**config.mk**
```make
export PLATFORM = sky130hd
export DESIGN_NAME = mem_bus_arbiter
export DESIGN_NICKNAME = d
export VERILOG_FILES = /design/src/rtl/mem_bus_arbiter.sv
export SDC_FILE = /design/constraint.sdc
export NUM_CORES = 1
export LEC_CHECK = 0
export CORE_ASPECT_RATIO = 0.7
export CORE_MARGIN = 3
export CORE_UTILIZATION = 50
export DETAILED_ROUTE_END_ITERATION = 8
export DONT_BUFFER_PORTS = 1
export HOLD_SLACK_MARGIN = 0.12
export MAX_ROUTING_LAYER = met4
export PLACE_DENSITY = 0.74
export SLEW_MARGIN = 0
export SYNTH_ARGS = -nofsm -noshare
export SYNTH_HDL_FRONTEND = slang
export SYNTH_SLANG_ARGS = --single-unit
```
**constraint.sdc**
```tcl
create_clock -name clk -period 1.5 [get_ports clk]
set_input_delay 0.15 -clock clk [delete_from_list [all_inputs] [get_ports clk]]
set_output_delay 0.15 -clock clk [all_outputs]
set_load 0.01 [all_outputs]
```
**src/rtl/mem_bus_arbiter.sv**
```systemverilog
// Two-port arbiter for the shared RAM port: CPU on port 0, auxiliary master on port 1.
// Serialises accesses, sequences the fixed RAM read latency and returns one-cycle ready pulses.
module mem_bus_arbiter #(
  parameter int ADDR_W       = 8,
  parameter int DATA_W       = 8,
  parameter int RAM_LATENCY  = 2,
  parameter int CPU_PRIORITY = 0
) (
  input  logic              clk,
  input  logic              reset_cycle,
  input  logic              cpu_req,
  input  logic              cpu_we,
  input  logic [ADDR_W-1:0] cpu_addr,
  input  logic [DATA_W-1:0] cpu_wdata,
  output logic              cpu_ready,
  output logic [DATA_W-1:0] cpu_rdata,
  input  logic              aux_req,
  input  logic              aux_we,
  input  logic [ADDR_W-1:0] aux_addr,
  input  logic [DATA_W-1:0] aux_wdata,
  output logic              aux_ready,
  output logic [DATA_W-1:0] aux_rdata,
  output logic              ram_en,
  output logic              ram_we,
  output logic [ADDR_W-1:0] ram_addr,
  output logic [DATA_W-1:0] ram_wdata,
  input  logic [DATA_W-1:0] ram_rdata,
  output logic [1:0]        grant,
  output logic              busy
);

  localparam logic [1:0] IDLE    = 2'd0;
  localparam logic [1:0] ACCESS  = 2'd1;
  localparam logic [1:0] CAPTURE = 2'd2;
  localparam logic [1:0] RESP    = 2'd3;

  localparam logic [1:0] GRANT_NONE = 2'b00;
  localparam logic [1:0] GRANT_CPU  = 2'b01;
  localparam logic [1:0] GRANT_AUX  = 2'b10;

  localparam logic [3:0] LAST_CNT = 4'(RAM_LATENCY - 1);

  logic [1:0]        state_r;
  logic [1:0]        state_nxt_s;
  logic [3:0]        cnt_r;
  logic [1:0]        grant_r;
  logic              last_aux_r;
  logic              we_r;
  logic [ADDR_W-1:0] addr_r;
  logic [DATA_W-1:0] wdata_r;
  logic              ram_en_r;
  logic              ram_we_r;
  logic              cpu_ready_r;
  logic              aux_ready_r;
  logic [DATA_W-1:0] cpu_rdata_r;
  logic [DATA_W-1:0] aux_rdata_r;
  logic [1:0]        win_s;
  logic              start_s;

  function automatic logic [1:0] pick_winner(input logic cpu_rq, input logic aux_rq,
                                             input logic last_aux);
    logic [1:0] w;
    if (cpu_rq && aux_rq) begin
      if (CPU_PRIORITY == 1) begin
        w = GRANT_CPU;
      end else if (last_aux) begin
        w = GRANT_CPU;
      end else begin
        w = GRANT_AUX;
      end
    end else if (cpu_rq) begin
      w = GRANT_CPU;
    end else if (aux_rq) begin
      w = GRANT_AUX;
    end else begin
      w = GRANT_NONE;
    end
    return w;
  endfunction

  // Arbitration in IDLE and next-state decode
  always_comb begin
    win_s       = GRANT_NONE;
    state_nxt_s = state_r;
    case (state_r)
      IDLE: begin
        win_s = pick_winner(cpu_req, aux_req, last_aux_r);
        if (win_s != GRANT_NONE) begin
          state_nxt_s = ACCESS;
        end else begin
          state_nxt_s = IDLE;
        end
      end
      ACCESS: begin
        if (cnt_r == LAST_CNT) begin
          state_nxt_s = CAPTURE;
        end else begin
          state_nxt_s = ACCESS;
        end
      end
      CAPTURE: state_nxt_s = RESP;
      RESP:    state_nxt_s = IDLE;
      default: state_nxt_s = IDLE;
    endcase
  end

  assign start_s = (state_r == IDLE) && (win_s != GRANT_NONE);

  // State register and latency counter
  always_ff @(posedge clk or posedge reset_cycle) begin
    if (reset_cycle) begin
      state_r <= IDLE;
      cnt_r   <= 4'd0;
    end else begin
      state_r <= state_nxt_s;
      if (start_s) begin
        cnt_r <= 4'd0;
      end else if (state_r == ACCESS) begin
        cnt_r <= cnt_r + 4'd1;
      end
    end
  end

  // Winner's request is latched once and held for the whole transaction
  always_ff @(posedge clk or posedge reset_cycle) begin
    if (reset_cycle) begin
      grant_r    <= GRANT_NONE;
      last_aux_r <= 1'b1;
      we_r       <= 1'b0;
      addr_r     <= {ADDR_W{1'b0}};
      wdata_r    <= {DATA_W{1'b0}};
    end else if (start_s) begin
      grant_r    <= win_s;
      last_aux_r <= win_s[1];
      we_r       <= win_s[1] ? aux_we    : cpu_we;
      addr_r     <= win_s[1] ? aux_addr  : cpu_addr;
      wdata_r    <= win_s[1] ? aux_wdata : cpu_wdata;
    end else if (state_r == RESP) begin
      grant_r <= GRANT_NONE;
    end
  end

  // RAM strobes fire only in the first ACCESS cycle
  always_ff @(posedge clk or posedge reset_cycle) begin
    if (reset_cycle) begin
      ram_en_r <= 1'b0;
      ram_we_r <= 1'b0;
    end else begin
      ram_en_r <= start_s;
      ram_we_r <= start_s && (win_s[1] ? aux_we : cpu_we);
    end
  end

  // Read data capture and completion pulses
  always_ff @(posedge clk or posedge reset_cycle) begin
    if (reset_cycle) begin
      cpu_ready_r <= 1'b0;
      aux_ready_r <= 1'b0;
      cpu_rdata_r <= {DATA_W{1'b0}};
      aux_rdata_r <= {DATA_W{1'b0}};
    end else begin
      cpu_ready_r <= (state_r == CAPTURE) && grant_r[0];
      aux_ready_r <= (state_r == CAPTURE) && grant_r[1];
      if ((state_r == CAPTURE) && !we_r) begin
        if (grant_r[0]) begin
          cpu_rdata_r <= ram_rdata;
        end else if (grant_r[1]) begin
          aux_rdata_r <= ram_rdata;
        end
      end
    end
  end

  assign cpu_ready = cpu_ready_r;
  assign aux_ready = aux_ready_r;
  assign cpu_rdata = cpu_rdata_r;
  assign aux_rdata = aux_rdata_r;
  assign ram_en    = ram_en_r;
  assign ram_we    = ram_we_r;
  assign ram_addr  = addr_r;
  assign ram_wdata = wdata_r;
  assign grant     = grant_r;
  assign busy      = (state_r != IDLE);

endmodule

```
==> results.json <==
{
  "status": "complete, no violations",
  "setup_viol": 0,
  "rows": 19,
  "synth_top_cell_by_area": "dfrtp_1",
  "ys_ff_latch": 46,
  "worstPathArrival_ns": 1.65,
  "power_density_mw_per_mm2": 2120,
  "cpPeakStageDelay_ns": 0.42,
  "synth_ff_type": "dfrtp_1",
  "nFillCells": 291,
  "yosysSeqAreaShare_pct": 53.8,
  "antennaDiodeCount": 0,
  "wl_per_cell_um": 21.4,
  "synth_edf_count": 0,
  "grt_pass1_vias": 1636,
  "finalWirelength_um": 5310,
  "io_buffers": 0,
  "synthArstFlopShare_pct": 100,
  "hold_path_class": "input port to flip-flop",
  "slew_viol_final": 0,
  "p_sw_uw": 2080,
  "dieArea_mm2": 0.00512,
  "netlist_instances": 168,
  "yosysMostFrequentCell": "dfrtp_1",
  "r2r-start": "state_r[0]",
  "whs_ns": 0.131,
  "ys_warn_count": 0,
  "cts_tree": "yes",
  "tns_ns": 0,
  "clkLatencyLatePin_ns": 0.30,
  "cts.sinks": 46,
  "ff_latch_area_mm2": 0.00115,
  "slowest_stage": "dfrtp_1",
  "internal-power_uw": 3390,
  "post_cts_buffers": 0,
  "crit_path_max_fanout": 8,
  "min-delay-start": "aux_addr[3]",
  "fin_crit_ns": 1.48,
  "timing.final.crit_share_pct": 98.6,
  "synth_cell_type_count": 38,
  "drcViolationCount": 0,
  "postSynthAreaPerCell_um2": 12.8,
  "synth_fp_nets": 216,
  "hold_viol_final": 0,
  "grt_util_all_layers_pct": 21.5,
  "cts.clk_slew.worst_paths_ns": 0.09,
  "synthTopCellsByCount": "dfrtp_1 (45), a221o_1 (17), nor3b_1 (17)",
  "cts_root_buffer": "clkbuf_8",
  "final_nets": 244,
  "cp.required_ns": 1.67,
  "synth_top_family_by_area": "simple AND/OR/NAND/NOR gates",
  "slew_headroom_pct": 63.6,
  "overflow": 0,
  "firstDrtPassIters": 4,
  "ir_worst_vdd_uv": 1000,
  "synthesis.area_mm2": 0.00214,
  "grt_max_degree": 22,
  "die_w_um": 84.2,
  "r2r_cells": 4,
  "num_vias": 1566,
  "clockBufferDepth": 2,
  "synth-adder-area-share_pct": 1.17,
  "ioPinCount": 85,
  "end_kind": "flip-flop",
  "multiInputGateArea_um2": 935,
  "synth_mux_area_share_pct": 8.41,
  "syn_to_final_growth_pct": 20.2,
  "yosysTopAreaCellShare_pct": 52.6,
  "die_y_um": 60.8,
  "fmax_mhz": 676,
  "htreeDepth": 2,
  "hpwl_um": 3920,
  "drive_above_1_share_pct": 27.6,
  "routed_via_density": 6.31,
  "drv_cap": 0,
  "startpoint_type": "flip-flop",
  "ant_nets": 0,
  "power_frac_comb_pct": 36.8,
  "pwr-share-seq_pct": 46.2,
  "p_sw_share_pct": 38.0,
  "fin_skew_ns": 0.0154,
  "gp_congestion": 0.794,
  "start_util_pct": 53.3,
  "r2r_slack_ns": 0.02,
  "worst_slew_pin_slew_ns": 0.544,
  "fp.coreArea_mm2": 0.00402,
  "numCtsBuffers": 5,
  "antenna_found_initial": 0,
  "crit_chain": "nand2b_4, nor4b_4, buf_6, mux2_2",
  "synth-xor-area-share_pct": 0.818,
  "dr.first_iter.drc_count": 131,
  "synth-compound-area-share_pct": 12.6,
  "power.share.clock_pct": 17.0,
  "p_leak_uw": 0.00114,
  "netlist_top_cells_area": "dfrtp_1 (53%), mux2_2 (8.4%), a221o_1 (7.9%), and4_1 (6.5%), nor3b_1 (6.0%)",
  "rsz0062_at_grt": "yes",
  "yosys.area_share.simple_pct": 19.9,
  "hold_path_depth": 2,
  "crit_type": "flip-flop to flip-flop",
  "hold-path-endpoint": "ram_addr[3]",
  "grt_pass1_wl_um": 8180,
  "r2r_end": "aux_rdata[4]"
}
[per-stage QoR]
step / setup slack [ns] / std cells / util, % / total power (uW) / area [um^2]
2_1_floorplan: -0.0216 / 168 / - / 3790 / 2140
3_3_place_gp: 0.0374 / 229 / 57.5 / 4280 / 2310
3_5_place_dp: -0.0992 / 229 / 57.5 / 4450 / 2310
4_1_cts: 0.0223 / 248 / 63.6 / 5440 / 2550
5_1_grt: -0.00145 / 248 / 64.1 / 5800 / 2570
6_report: 0.0215 / 248 / 64.1 / 5470 / 2570
[how the worst max path moves through the flow]
stage | from | end | slack [ns]
detailed placement | flip-flop | ram_addr[7] | -0.1
floorplan | flip-flop | ram_addr[7] | -0.02
CTS | flip-flop | ram_addr[6] | 0.02
global placement | flip-flop | ram_addr[0] | 0.04
global route | state_r[0] | aux_rdata[4] | -0.001
finish | state_r[0] | aux_rdata[4] | 0.02
[registers in the layout, summed over array words and instances (netlist names), 2 cells and up, named ones only]
register and cells:
aux_rdata 8, cnt_r 4, cpu_rdata 8, grant 2
ram_addr 8, ram_wdata 8
[final cells by class]
type / count / area share, %
inverter: 7 / 1.12
tap: 52 / 2.53
clock buffer: 6 / 3.21
timing repair buffer: 30 / 10.8
sequential: 46 / 44.8
multi-input combinational: 106 / 36.3
clock inverter: 1 / 1.17
[placed cells by master (no fill, tap or decap), types with 4 or more instances in the layout]
cell           count
and4_1            16
mux2_2            16
a221o_1           17
dfrtp_1           44
buf_4             14
nor3b_1           17
inv_1              4
clkbuf_8           6
nand2_1            4
dlygate4sd3_1     12
[power groups by stage]
stage          sequential, uW  combinational, uW  clock (uW)
2_1_floorplan            2410               1370           0
6_report                 2530               2010         927
5_1_grt                  2600               2190        1000
3_3_place_gp             2500               1780           0
3_5_place_dp             2530               1920           0
4_1_cts                  2520               1970         943
[logic make-up (layout without fill, tap and decap cells)]
| logic type | count (synthesis) | after routing |
|---|---|---|
| mux | 16 | 16 |
| fa+ha+maj | 2 | 2 |
| flops | 46 | 46 |
| simple gates | 55 | 55 |
| buf+inv | 16 | 44 |
| compound gates | 31 | 31 |
| xor+xnor | 2 | 2 |
[critical path: cells and delay by family, from the launching register on]
kind / cells / cell delay, ns
flops: 1 / 0.42
mux: 1 / 0.34
buf+inv: 1 / 0.18
simple gates: 2 / 0.42
[routing by layer]
| metal | routed length [um] | GRT usage, % | vias to the layer above |
|---|---|---|---|
| met5 | 0 | - | - |
| met4 | 31 | 5.96 | 0 |
| met3 | 353 | 5.83 | 5 |
| met2 | 2630 | 35.7 | 68 |
| met1 | 2290 | 26.3 | 790 |
| li1 | - | - | 703 |
[repair_timing]
action | CTS | global route
hold buffers | 12 | 0
endpoints found under the setup margin | 18 | 20
hold endpoints to repair | 50 | 0
resized for setup | 3 | 6
(Power assumes the default switching activity.)
